$ cat config.mk
export PLATFORM = sky130hd
export DESIGN_NAME = jesd204b_rx_link_fsm
export DESIGN_NICKNAME = d
export VERILOG_FILES = /design/src/rtl/jesd204b_rx_link_fsm.sv
export SDC_FILE = /design/constraint.sdc
export NUM_CORES = 1
export LEC_CHECK = 0
export ABC_AREA = 1
export CORE_AREA = 2 2 132 134
export CTS_CLUSTER_SIZE = 40
export DETAILED_ROUTE_END_ITERATION = 6
export DIE_AREA = 0 0 134 136
export PLACE_DENSITY = 0.7
export SETUP_SLACK_MARGIN = 0.1
export SLEW_MARGIN = 20
export SYNTH_ARGS = -nofsm -noshare
export SYNTH_HDL_FRONTEND = slang
export SYNTH_SLANG_ARGS = --single-unit
$ cat constraint.sdc
create_clock -name i_usrclk -period 5.6 [get_ports i_usrclk]
set_clock_uncertainty 0.1 [all_clocks]
set_input_delay 1.12 -clock i_usrclk [delete_from_list [all_inputs] [get_ports i_usrclk]]
set_output_delay 1.12 -clock i_usrclk [all_outputs]
set_load 0.01 [all_outputs]
$ cat src/rtl/jesd204b_rx_link_fsm.sv
// JESD204B subclass-1 receive link bring-up: CGS, ILAS check/capture, DATA.
// Keeps the LMFC counter aligned to SYSREF and drives SYNC~ back to the transmitter.
module jesd204b_rx_link_fsm #(
    parameter int F             = 1,
    parameter int K             = 32,
    parameter int ILAS_MF       = 4,
    parameter int CGS_MIN_WORDS = 4,
    parameter int ERR_THRESH    = 4
) (
    input  logic         i_usrclk,
    input  logic         i_rst,
    input  logic [31:0]  i_data,
    input  logic [3:0]   i_charisk,
    input  logic [3:0]   i_disperr,
    input  logic [3:0]   i_notintable,
    input  logic         i_sysref,
    output logic         o_nsync,
    output logic         o_lmfc,
    output logic [111:0] o_ilas_cfg,
    output logic         o_ilas_done,
    output logic [31:0]  o_data,
    output logic         o_data_valid,
    output logic [7:0]   o_err_cnt
);
    // state          | meaning
    // CGS_INIT       | SYNC~ low, counting consecutive clean /K/ words
    // CGS_WAIT_LMFC  | enough /K/ seen, release SYNC~ at next LMFC
    // CGS_DONE       | SYNC~ high, waiting for the first /R/ of ILAS
    // ILAS           | checking ILAS multiframes, capturing MF1 config
    // DATA           | user data forwarded, error tally monitored

    localparam int MF_WORDS = F * K / 4;
    localparam int LW = (MF_WORDS > 1) ? $clog2(MF_WORDS) : 1;
    localparam int MW = (ILAS_MF > 1) ? $clog2(ILAS_MF) : 1;
    localparam int RW = $clog2(CGS_MIN_WORDS + 1);

    typedef enum logic [2:0] {CGS_INIT, CGS_WAIT_LMFC, CGS_DONE, ILAS, DATA} state_t;

    state_t        state, state_nxt;
    logic [RW-1:0] run, run_nxt;
    logic [LW-1:0] widx, widx_nxt;
    logic [MW-1:0] mfi, mfi_nxt;
    logic [LW-1:0] lmfc_cnt, lmfc_cnt_nxt;
    logic          sysref_q;
    logic          k_prev;
    logic [7:0]    tally, tally_base, tally_nxt;
    logic [8:0]    tally_sum, err_sum;
    logic [3:0]    err_vec;
    logic [2:0]    n_err;
    logic          err_word, is_k, is_r, is_a, is_q, ilas_ok;

    assign err_vec  = i_disperr | i_notintable;
    assign n_err    = 3'($countones(err_vec));
    assign err_word = |err_vec;
    assign is_k     = (i_data == 32'hBCBC_BCBC) && (i_charisk == 4'hF);
    assign is_r     = (i_data[7:0] == 8'h1C) && i_charisk[0];
    assign is_q     = (i_data[15:8] == 8'h9C) && i_charisk[1];
    assign is_a     = (i_data[31:24] == 8'h7C) && i_charisk[3];

    assign ilas_ok = (widx != '0 || is_r)
                  && (widx != LW'(MF_WORDS - 1) || is_a)
                  && !(mfi == MW'(1) && widx == '0 && !is_q);

    // A SYSREF rising edge realigns the multiframe phase independently of the FSM.
    assign lmfc_cnt_nxt = (i_sysref && !sysref_q) ? '0 :
                          (lmfc_cnt == LW'(MF_WORDS - 1)) ? '0 : lmfc_cnt + 1'b1;

    assign tally_base = (lmfc_cnt == '0) ? 8'd0 : tally;
    assign tally_sum  = {1'b0, tally_base} + {6'b0, n_err};
    assign tally_nxt  = (state != DATA) ? 8'd0 : (tally_sum[8] ? 8'hFF : tally_sum[7:0]);
    assign err_sum    = {1'b0, o_err_cnt} + {6'b0, n_err};

    always_ff @(posedge i_usrclk) begin
        if (i_rst) begin
            state  <= CGS_INIT;
            run    <= '0;
            widx   <= '0;
            mfi    <= '0;
            tally  <= 8'd0;
            k_prev <= 1'b0;
        end else begin
            state  <= state_nxt;
            run    <= run_nxt;
            widx   <= widx_nxt;
            mfi    <= mfi_nxt;
            tally  <= tally_nxt;
            k_prev <= (state == DATA) && is_k;
        end
    end

    always_comb begin
        state_nxt = state;
        run_nxt   = '0;
        widx_nxt  = widx;
        mfi_nxt   = mfi;
        case (state)
            CGS_INIT: begin
                if (is_k && !err_word) begin
                    if (run == RW'(CGS_MIN_WORDS - 1)) state_nxt = CGS_WAIT_LMFC;
                    else                               run_nxt   = run + 1'b1;
                end
            end
            CGS_WAIT_LMFC: begin
                if (!is_k || err_word) state_nxt = CGS_INIT;
                else if (o_lmfc)       state_nxt = CGS_DONE;
            end
            CGS_DONE: begin
                if (err_word) begin
                    state_nxt = CGS_INIT;
                end else if (!is_k) begin
                    if (is_r) begin
                        state_nxt = ILAS;
                        widx_nxt  = LW'(1);
                        mfi_nxt   = '0;
                    end else begin
                        state_nxt = CGS_INIT;
                    end
                end
            end
            ILAS: begin
                if (err_word || !ilas_ok) begin
                    state_nxt = CGS_INIT;
                end else if (widx == LW'(MF_WORDS - 1)) begin
                    widx_nxt = '0;
                    if (mfi == MW'(ILAS_MF - 1)) state_nxt = DATA;
                    else                         mfi_nxt   = mfi + 1'b1;
                end else begin
                    widx_nxt = widx + 1'b1;
                end
            end
            DATA: begin
                if (tally_sum >= 9'(ERR_THRESH) || (is_k && k_prev)) state_nxt = CGS_INIT;
            end
            default: state_nxt = CGS_INIT;
        endcase
    end

    always_comb begin
        o_nsync      = (state == CGS_DONE) || (state == ILAS) || (state == DATA);
        o_data_valid = (state == DATA);
        o_ilas_done  = (state == DATA);
    end

    always_ff @(posedge i_usrclk) begin
        if (i_rst) begin
            sysref_q   <= 1'b0;
            lmfc_cnt   <= '0;
            o_lmfc     <= 1'b0;
            o_data     <= 32'd0;
            o_err_cnt  <= 8'd0;
            o_ilas_cfg <= '0;
        end else begin
            sysref_q  <= i_sysref;
            lmfc_cnt  <= lmfc_cnt_nxt;
            o_lmfc    <= (lmfc_cnt_nxt == '0);
            o_data    <= i_data;
            o_err_cnt <= err_sum[8] ? 8'hFF : err_sum[7:0];
            // MF1 octets 2..15 live in words 0..3 of that multiframe.
            if (state == ILAS && mfi == MW'(1)) begin
                case (widx)
                    LW'(0):  o_ilas_cfg[15:0]   <= i_data[31:16];
                    LW'(1):  o_ilas_cfg[47:16]  <= i_data;
                    LW'(2):  o_ilas_cfg[79:48]  <= i_data;
                    LW'(3):  o_ilas_cfg[111:80] <= i_data;
                    default: ;
                endcase
            end
        end
    end
endmodule

* Yosys cells after proc, flatten, opt, wreduce, memory -nomap -nowiden
Index checks and enable logic that the tools add are counted.
Cells by class: add/sub/neg operators 9, $lt $le $gt $ge 1, eq/ne operators 32, multiplexer cells 30, bitwise gates (word level) 3, reductions and logical operators 42
Operators with widths (number):
- $mux 3 | 17
- $eq 32x32->1 const B | 1
- $mux 8 | 3
- $add 8x3->9 | 2
- $ne 3x3->1 const B | 6
- $ne 2x2->1 const B | 8
- $eq 3x2->1 const B | 5
- $pmux 3 s5 | 1
- $mux 2 | 7
- $reduce_and 7->1 | 2
- $logic_and 1x1->1 | 13
- $logic_not 3->1 | 4
- $add 3x1->3 const B | 3
- $eq 3x3->1 const B | 3
- $ge 9x3->1 const B | 1
- $eq 8x5->1 const B | 1
- $eq 8x7->1 const B | 1
- $eq 8x8->1 const B | 1
- $reduce_and 2->1 | 4
- $reduce_or 4->1 | 2
- $logic_or 1x1->1 | 7
- $eq 3x1->1 const B | 2
- $logic_not 1->1 | 6
- $pmux 3 s2 | 1
- other kinds (14) | 16
Word-level totals: register bits after elaboration 177, bits of input ports 47, output and inout bits 156, word-level logic and storage cells 132

* Longest topological paths before layout
Gate-level depths: netlist of the first run.
depth after elaboration 10, depth in mapped cells 22, gate-level depth less buffers 22

* Worst setup path after synthesis of the first run
OpenSTA, ideal clock, no wires.
kind input port to flip-flop, from input port i_notintable[0], to register state[0], setup time 0.113 ns, arrival time 3.465 ns, data required time 5.387 ns, path slack 1.923 ns, stages on the path 21, buffers on the path 0, path through nor2_1 -> fa_1 -> inv_1 -> ha_1 -> ha_1 -> nand3_2 -> nand2_1 -> inv_1 -> ha_1 -> inv_1 -> nand2_1 -> nand4_1 -> nand2_1 -> inv_2 -> nor2_4 -> nor2_1 -> nand3_2 -> nand2_1 -> nand2_1 -> nand2_1 -> nor2_1
On the way: cells in the longest elaborated chain, start to end 8, elaborated cells on any way between the ends 22, classes of those cells 3 x add/sub; 1 x order compare; 6 x eq/ne; 4 x mux; 1 x bitwise; 7 x reduce/logical
Ends and longest elaborated chain:
- start, declared | RTL line 15 | input logic [3:0] i_notintable,
- $or 4x4->4 (*) | RTL line 52 | assign err_vec = i_disperr | i_notintable;
- $add 1x1->2 (not written as such) | RTL line 53 | assign n_err = 3'($countones(err_vec));
- $add 2x2->3 (not written as such) | RTL line 53
- $add 8x3->9 | RTL line 69 | assign tally_sum = {1'b0, tally_base} + {6'b0, n_err};
- $ge 9x3->1 | RTL line 132 | if (tally_sum >= 9'(ERR_THRESH) || (is_k && k_prev)) state_nxt = CGS_INIT;
- $logic_or 1x1->1 | RTL line 132
- $ne 2x1->1 (no source line)
- $reduce_and 7->1 (no source line)
- end signal, assigned | RTL line 82 | state <= state_nxt;
- end, declared | RTL line 39 | state_t state, state_nxt;
Mark *: on every way between the ends. The rest lies on a longest branch, timed or not. A chain may end at the register's enable or synchronous reset.

* Final worst setup path of the first run
Same ends and word-level chain as after synthesis.

==> metrics.md, run 1 <==
| Metric | Value |
|---|---|
| CP top delay family | adder cells |
| # IOs | 203 |
| Crit-path max FO | 5 |
| Ys flop type | dfxtp_1 |
| Crit path kind | input pin to register |
| Placed inst area | 0.00886 sq mm |
| # nets final | 1071 |
| Clock buffer depth | 2 |
| Tot Pwr | 2.72 mW |
| CP peak stage delay | 0.55 ns |
| Cell Area, Synth | 0.00676 sq mm |
| Slew Limit Fails | 0 |
| Pwr dens | 288 mW/mm^2 |
| Final setup vio count | 0 |
| Layout fillers | 1589 |
| # Max-Cap Violations | 0 |
| Setup repair after global routing missed its margin | false |
| Warning count from the yosys run | 0 |
| CP Cell Sequence | clkdlybuf4s50_1 -> nor2_1 -> fa_1 -> inv_1 -> ha_1 -> ha_1 -> nand3_2 -> nand2_1 -> inv_1 -> ha_1 -> inv_1 -> nand2_1 -> nand4_1 -> nand2_1 -> nand2_1 -> nand2_1 -> nor2_1 -> nand3_2 -> nand2_1 -> nand2_1 -> nand2_1 -> nor2_1 |
| Cell repeated most along the worst path | nand2_1 |
| Crit path capture type | register |
| Maximum clock rate | 0.251 GHz |
| Startpoint Class | input pin |
| Vias per cell | 4.88 |
| Slowest cell on crit path | fa_1 |
| Dpl cells | 1207 |
| FP Rows | 48 |
| Hold Path Class | register to register |
| Final design utilization | 56.0% |
| Area leader, netlist | dfxtp_1 |
| Flops & latches, synth | 177 |
| Postcts setup bufs | 0 |
| CP bufs+invs | 4 |
| Initial Util | 40.1% |
| Synth cell count leaders | dfxtp_1 (177), a21oi_1 (121), nor2_1 (89) |
| Initial antenna violation count | 0 |
| Diodes inserted | 0 |
| Die Y | 136 um |
| First-pass GRT wire length | 29700 um |
| CTS Hold Bufs | 0 |
| Area grow syn2layout | 39.8% |
| Share of the synthesized area in the top cell type | 52.4% |
| Width of the die | 134 um |
| Sequential fraction of the synthesis area | 52.4% |
| Async set-reset flop share out of synthesis | 0% |
| Clock root cell | clkbuf_16 |
| Period utilisation layout | 71.2% |
| Setup slack after layout | 1.61 ns |
| Final wirelength | 18800 um |
| Synth area leaders | dfxtp_1 (52%), a21oi_1 (9.0%), o21ai_1 (6.2%), nor2_1 (4.9%), inv_1 (4.6%) |
| Setup WS pre-CTS | 1.18 ns |
| Vias in the first global route | 5825 |
| CTS tree | yes |
| DP HPWL | 12800 um |
| CP Data Required Time | 5.82 ns |
| Syn nets | 887 |
| Leakage | 3.88 nW |
| Initial DRT Pass Iterations | 5 |
| Max transition margin | 38.1% |
| Worst slew pin tran | 0.927 ns |
| Post-Syn Instances | 817 |
| Hold Slack | 0.322 ns |
| GRT overflow | 0 |
| Clock transition at path regs | 0.07 ns |
| CTS Sinks | 177 |
| Post-CTS resize count | 0 |
| Syn_area_per_cell | 8.28 sq um |
| CP arrival | 4.21 ns |
| Core area | 0.0169 sq mm |
| VDD IR max | 206 uV |
| H-tree depth | 4 |
| Die ar. | 0.0182 sq mm |
| Count leader, synth | dfxtp_1 |
| Largest net degree at the start of global routing | 80 |
| Total track usage | 20.8% |
| Finished Layout Cells | 1238 |
| Design Area, Final | 0.00945 sq mm |
| EDFF count, synth | 0 |
| Final ANT Viol Nets | 0 |
| DR iter-0 viols | 371 |
| Via count | 6047 |
| Final min period | 3.99 ns |
| Sum Neg Setup Slack | 0 ns |
| Unique cell type count in the Yosys netlist | 36 |
| Routed len/inst | 15.2 um |
| Layout cells sized above 1 | 6.81% |
| Fin. Hold Viols | 0 |
| Cts bufs inserted | 17 |
| Clk Latency, worst-skew pair | 0.42 ns |
| Gpl congestion | 0.843 |
| Input/output buffers | 202 |
| Drt drc | 0 |
| Status | finished clean |
[metal layers]
layer	share of wire [%]	global-route usage (%)	up-vias
met5	0	0	-
met4	1.5	6.97	0
met3	9.9	9.99	19
met2	45	32.4	193
met1	44	25.3	2764
li1	-	-	3071
[layout by cell type, fill, tap and decap left out, drive strengths merged]
master,n
fa,1
bufinv,2
nand2,74
nand3b,5
nand3,27
inv,99
xor2,2
a31oi,4
a21oi,123
o211ai,3
or2,2
nand4,9
o31ai,1
buf,4
nor3b,2
o21ai,126
nor2,94
ha,22
clkbuf,18
clkdlybuf4s50,201
clkinv,9
nor3,7
dfxtp,177
o21a,1
[final cells by class]
type,count,area [sq um],area share [%]
timing repair buffer,205,2040,21.6
multi-input combinational,503,2630,27.8
clock inverter,13,151,1.60
clock buffer,18,439,4.65
inverter,97,369,3.90
tap,225,282,2.98
sequential,177,3540,37.5
[path summary, 6_finish.rpt]
kind                         from       end  slack, ns  cells after the start
setup reg to reg      lmfc_cnt[0]  state[0]       3.07                     18
hold reg to reg            run[0]    run[0]       0.32                      1
hold / removal             run[0]    run[0]       0.32                      1
setup / recovery  i_notintable[0]  state[0]       1.61                     22
[worst reg2reg max path, stage by stage (launching register included)]
cell and delay, ns:
dfxtp_1 0.31, inv_1 0.07, ha_1 0.19, nand2_4 0.10
inv_1 0.12, nor2_1 0.05, ha_1 0.36, nand2_1 0.06
nand3b_1 0.18, nand2_1 0.16, nand2_1 0.07, nand2_1 0.08
nand3_1 0.07, nor2_1 0.13, nand3_2 0.12, nand2_1 0.10
nand2_1 0.05, nand2_1 0.06, nor2_1 0.05
[flip-flops by register name, summed over array words and instances (netlist names)]
| name | count |
|---|---|
| tally | 8 |
| o_lmfc | 1 |
| o_ilas_cfg | 112 |
| state | 3 |
| sysref_q | 1 |
| k_prev | 1 |
| mfi | 2 |
| lmfc_cnt | 3 |
| widx | 3 |
| o_err_cnt | 8 |
| run | 3 |
| o_data | 32 |
[logic make-up (layout without fill, tap and decap cells)]
group / count (synthesis) / in the layout / synth area share, %
xor gates and xnor gates: 2 / 2 / 0.259
buffers and inverters: 137 / 333 / 8.71
adders and majority gates: 23 / 23 / 4.37
and+or+nand+nor: 220 / 220 / 14.8
AOI/OAI and AO/OA: 258 / 258 / 19.5
DFF: 177 / 177 / 52.4
[power breakdown]
group	switching, mW	leakage (nW)	internal [mW]	total (mW)
Combinational	0.121	2.15	0.112	0.234
Clock	0.516	0.294	0.678	1.19
Sequential	0.0128	1.44	1.28	1.30
Total	0.650	3.88	2.07	2.72
No activity file was read; power rests on OpenSTA's default activity.
==> run 2: changes to the inputs <==
PLACE_DENSITY = 0.73   (was 0.7)
clock period = 3.2 ns   (was 5.6 ns; I/O delays follow)
==> metrics.md, run 2 (synthesis results as in run 1) <==
| Metric | Value |
|---|---|
| Clock power share | 42.2% (-1.6 points) |
| Most frequent cells in the layout | clkdlybuf4s50_1 (195), dfxtp_1 (177), a21oi_1 (121) |
| Placed inst area | 0.00901 sq mm (+1.7%) |
| Power share of the combinational group | 9.9% (+1.3 points) |
| # IOs | 203 (unchanged) |
| Width of the die | 134 um (unchanged) |
| Final ANT Viol Nets | 0 (unchanged) |
| Via count | 6117 (+1.2%) |
| Layout fillers | 1508 (-5.1%) |
| FP Rows | 48 (unchanged) |
| Largest net degree at the start of global routing | 94 (+18%) |
| Maximum clock rate | 0.338 GHz |
| Tot Pwr | 4.73 mW (+74%) |
| CP Data Required Time | 3.43 ns (-2.39 ns) |
| Hold depth | 1 (unchanged) |
| Status | finished clean |
| CP Cell Sequence | buf_6 -> nor2_4 -> fa_1 -> inv_2 -> ha_4 -> ha_4 -> inv_2 -> nand2_2 -> nand2_2 -> inv_1 -> ha_2 -> inv_2 -> nand2_2 -> nand4_1 -> nand3b_1 -> nand2_1 -> nor2_2 -> nand3_2 -> nand2_2 -> nand2_1 -> nand2_1 -> nor2_1 |
| Slew Limit Fails | 0 (unchanged) |
| DP HPWL | 13100 um (+1.9%) |
| Sw power | 1.22 mW (+87%) |
| Cts bufs inserted | 17 (unchanged) |
| Area grow syn2layout | 42.6% |
| Initial DRT Pass Iterations | 4 (-1) |
| VDD IR max | 370 uV (+80%) |
| Crit-path max FO | 5 (unchanged) |
| Core area | 0.0169 sq mm (unchanged) |
| Routed len/inst | 14.9 um (-1.8%) |
| Layout cells sized above 1 | 10.9% (+4.1 points) |
| CP peak stage delay | 0.55 ns (about the same) |
| Biggest regs | o_ilas_cfg x112, o_data x32 |
| DR iter-0 viols | 348 (-6.2%) |
| R2R depth | 18 (unchanged) |
| Initial antenna violation count | 0 (unchanged) |
| Pwr dens | 491 mW/mm^2 (+70%) |
| Multi-input logic area | 0.00271 sq mm (+2.9%) |
| Input/output buffers | 202 (unchanged) |
| Most common cell after layout, fill and taps aside | clkdlybuf4s50_1 |
| Fin. Hold Viols | 0 (unchanged) |
| Period utilisation layout | 92.4% |
| Worst hold start | run[0] |
| Sum Neg Setup Slack | 0 ns (unchanged) |
| Clock buffer depth | 2 (unchanged) |
| Most flops, register | o_ilas_cfg |
| Clk Latency, worst-skew pair | 0.43 ns (about the same) |
| # nets final | 1088 (+1.6%) |
| CTS tree | yes |
| Reg area | 0.00354 sq mm (unchanged) |
| Die Y | 136 um (unchanged) |
| Sw Ratio | 25.7% (+1.9 points) |
| First-pass GRT wire length | 29800 um (+0.14%) |
| CTS Hold Bufs | 0 (unchanged) |
| Vias per cell | 4.87 (-0.29%) |
| Wire length on met1 | 8240 um (-0.28%) |
| Final min period | 2.96 ns |
| Met3 Routed Length | 1710 um (-7.8%) |
| Crit path capture type | register |
| GRT overflow | 0 (unchanged) |
| Final wirelength | 18700 um (-0.40%) |
| Cell repeated most along the worst path | nand2_2 |
| Max transition margin | 40.6% (+2.5 points) |
| Clock root cell | clkbuf_16 |
| Drt drc | 0 (unchanged) |
| Startpoint Class | input pin |
| Diodes inserted | 0 (unchanged) |
| CTS Sinks | 177 (unchanged) |
| Max FFs per register | 112 (unchanged) |
| Total track usage | 20.8% (-0.041 points) |
| Gpl congestion | 0.836 (-0.80%) |
| Design Area, Final | 0.00965 sq mm (+2.0%) |
| Slowest cell on crit path | fa_1 |
| Cell-internal power | 3.51 mW (+69%) |
| R2r endpoint | state[0] |
| Die ar. | 0.0182 sq mm (unchanged) |
| Vias in the first global route | 5803 (-0.38%) |
| Setup repair after global routing missed its margin | false |
| Met2 WL | 8420 um (+0.42%) |
| Worst slew pin tran | 0.891 ns (-0.0365 ns) |
| Clock transition at path regs | 0.07 ns (about the same) |
| CP arrival | 3.18 ns (-1.03 ns) |
| Initial Util | 40.1% (unchanged) |
| Hold Path Class | register to register |
| # Max-Cap Violations | 0 (unchanged) |
| Final setup vio count | 0 (unchanged) |
| Top sig layer | met4 |
| Reg-to-reg slack, setup | 0.72 ns (-2.35 ns) |
| Leakage | 3.96 nW (+2.0%) |
| Crit path kind | input pin to register |
| WHS Endpoint | run[0] |
| H-tree depth | 4 (unchanged) |
| Worst setup startpoint | i_notintable[1] |
| Critical R2R Launch | lmfc_cnt[0] |
| Seq pwr share | 47.9% (+0.3 points) |
## run 2: final cells by class
| class | instances | area share [%] |
|---|---|---|
| Sequential cell | 177 | 36.7 |
| Timing Repair Buffer | 222 | 22.5 |
| Tap cell | 225 | 2.92 |
| Multi-Input combinational cell | 503 | 28.1 |
| Clock inverter | 15 | 1.52 |
| Clock buffer | 17 | 4.41 |
| Inverter | 97 | 3.81 |
## run 2: power by group through the flow
| stage | logic [mW] | registers (mW) | clock network [mW] |
|---|---|---|---|
| floorplan | 0.200 | 2.34 | 0 |
| global route | 0.517 | 2.27 | 2.14 |
| finish | 0.467 | 2.27 | 2.00 |
| global placement | 0.446 | 2.32 | 0 |
| detailed placement | 0.452 | 2.32 | 0 |
| CTS | 0.459 | 2.27 | 2.04 |
## run 2: metrics by stage
stage	util [%]	cells	worst slack [ns]	hold WS, ns
floorplan	-	817	0.101	0.299
global placement	53.4	1220	-0.483	0.311
detailed placement	53.4	1220	-0.534	0.317
CTS	56.9	1254	0.220	0.326
global route	57.2	1256	0.0545	0.355
finish	57.2	1256	0.243	0.324
## run 2: how the worst max path moves through the flow
stage / endpoint / slack, ns / cells past startpoint
detailed placement: state[0] / -0.53 / 23
CTS: state[0] / 0.22 / 23
global placement: state[0] / -0.48 / 23
floorplan: state[0] / 0.10 / 22
finish: state[0] / 0.24 / 22
global route: state[0] / 0.05 / 22
## run 2: repair_timing
action                                  in CTS  in global routing
pin swaps                                   11                 14
endpoints found under the setup margin      10                  9
setup buffers                                2                  2
resized for setup                           13                 28
endpoints found under the hold margin        0                  0
## run 2: worst max-delay path, delay by kind of cell
kind          cells  cell delay, ns
simple gates     13            1.12
fa+ha+maj         4            1.17
buf+inv           5            0.25
## run 2: per-layer routing
layer,up-vias,track usage (%)
li1,3106,-
met1,2795,26.1
met2,190,32.4
met3,26,8.99
met4,0,6.32
met5,-,0
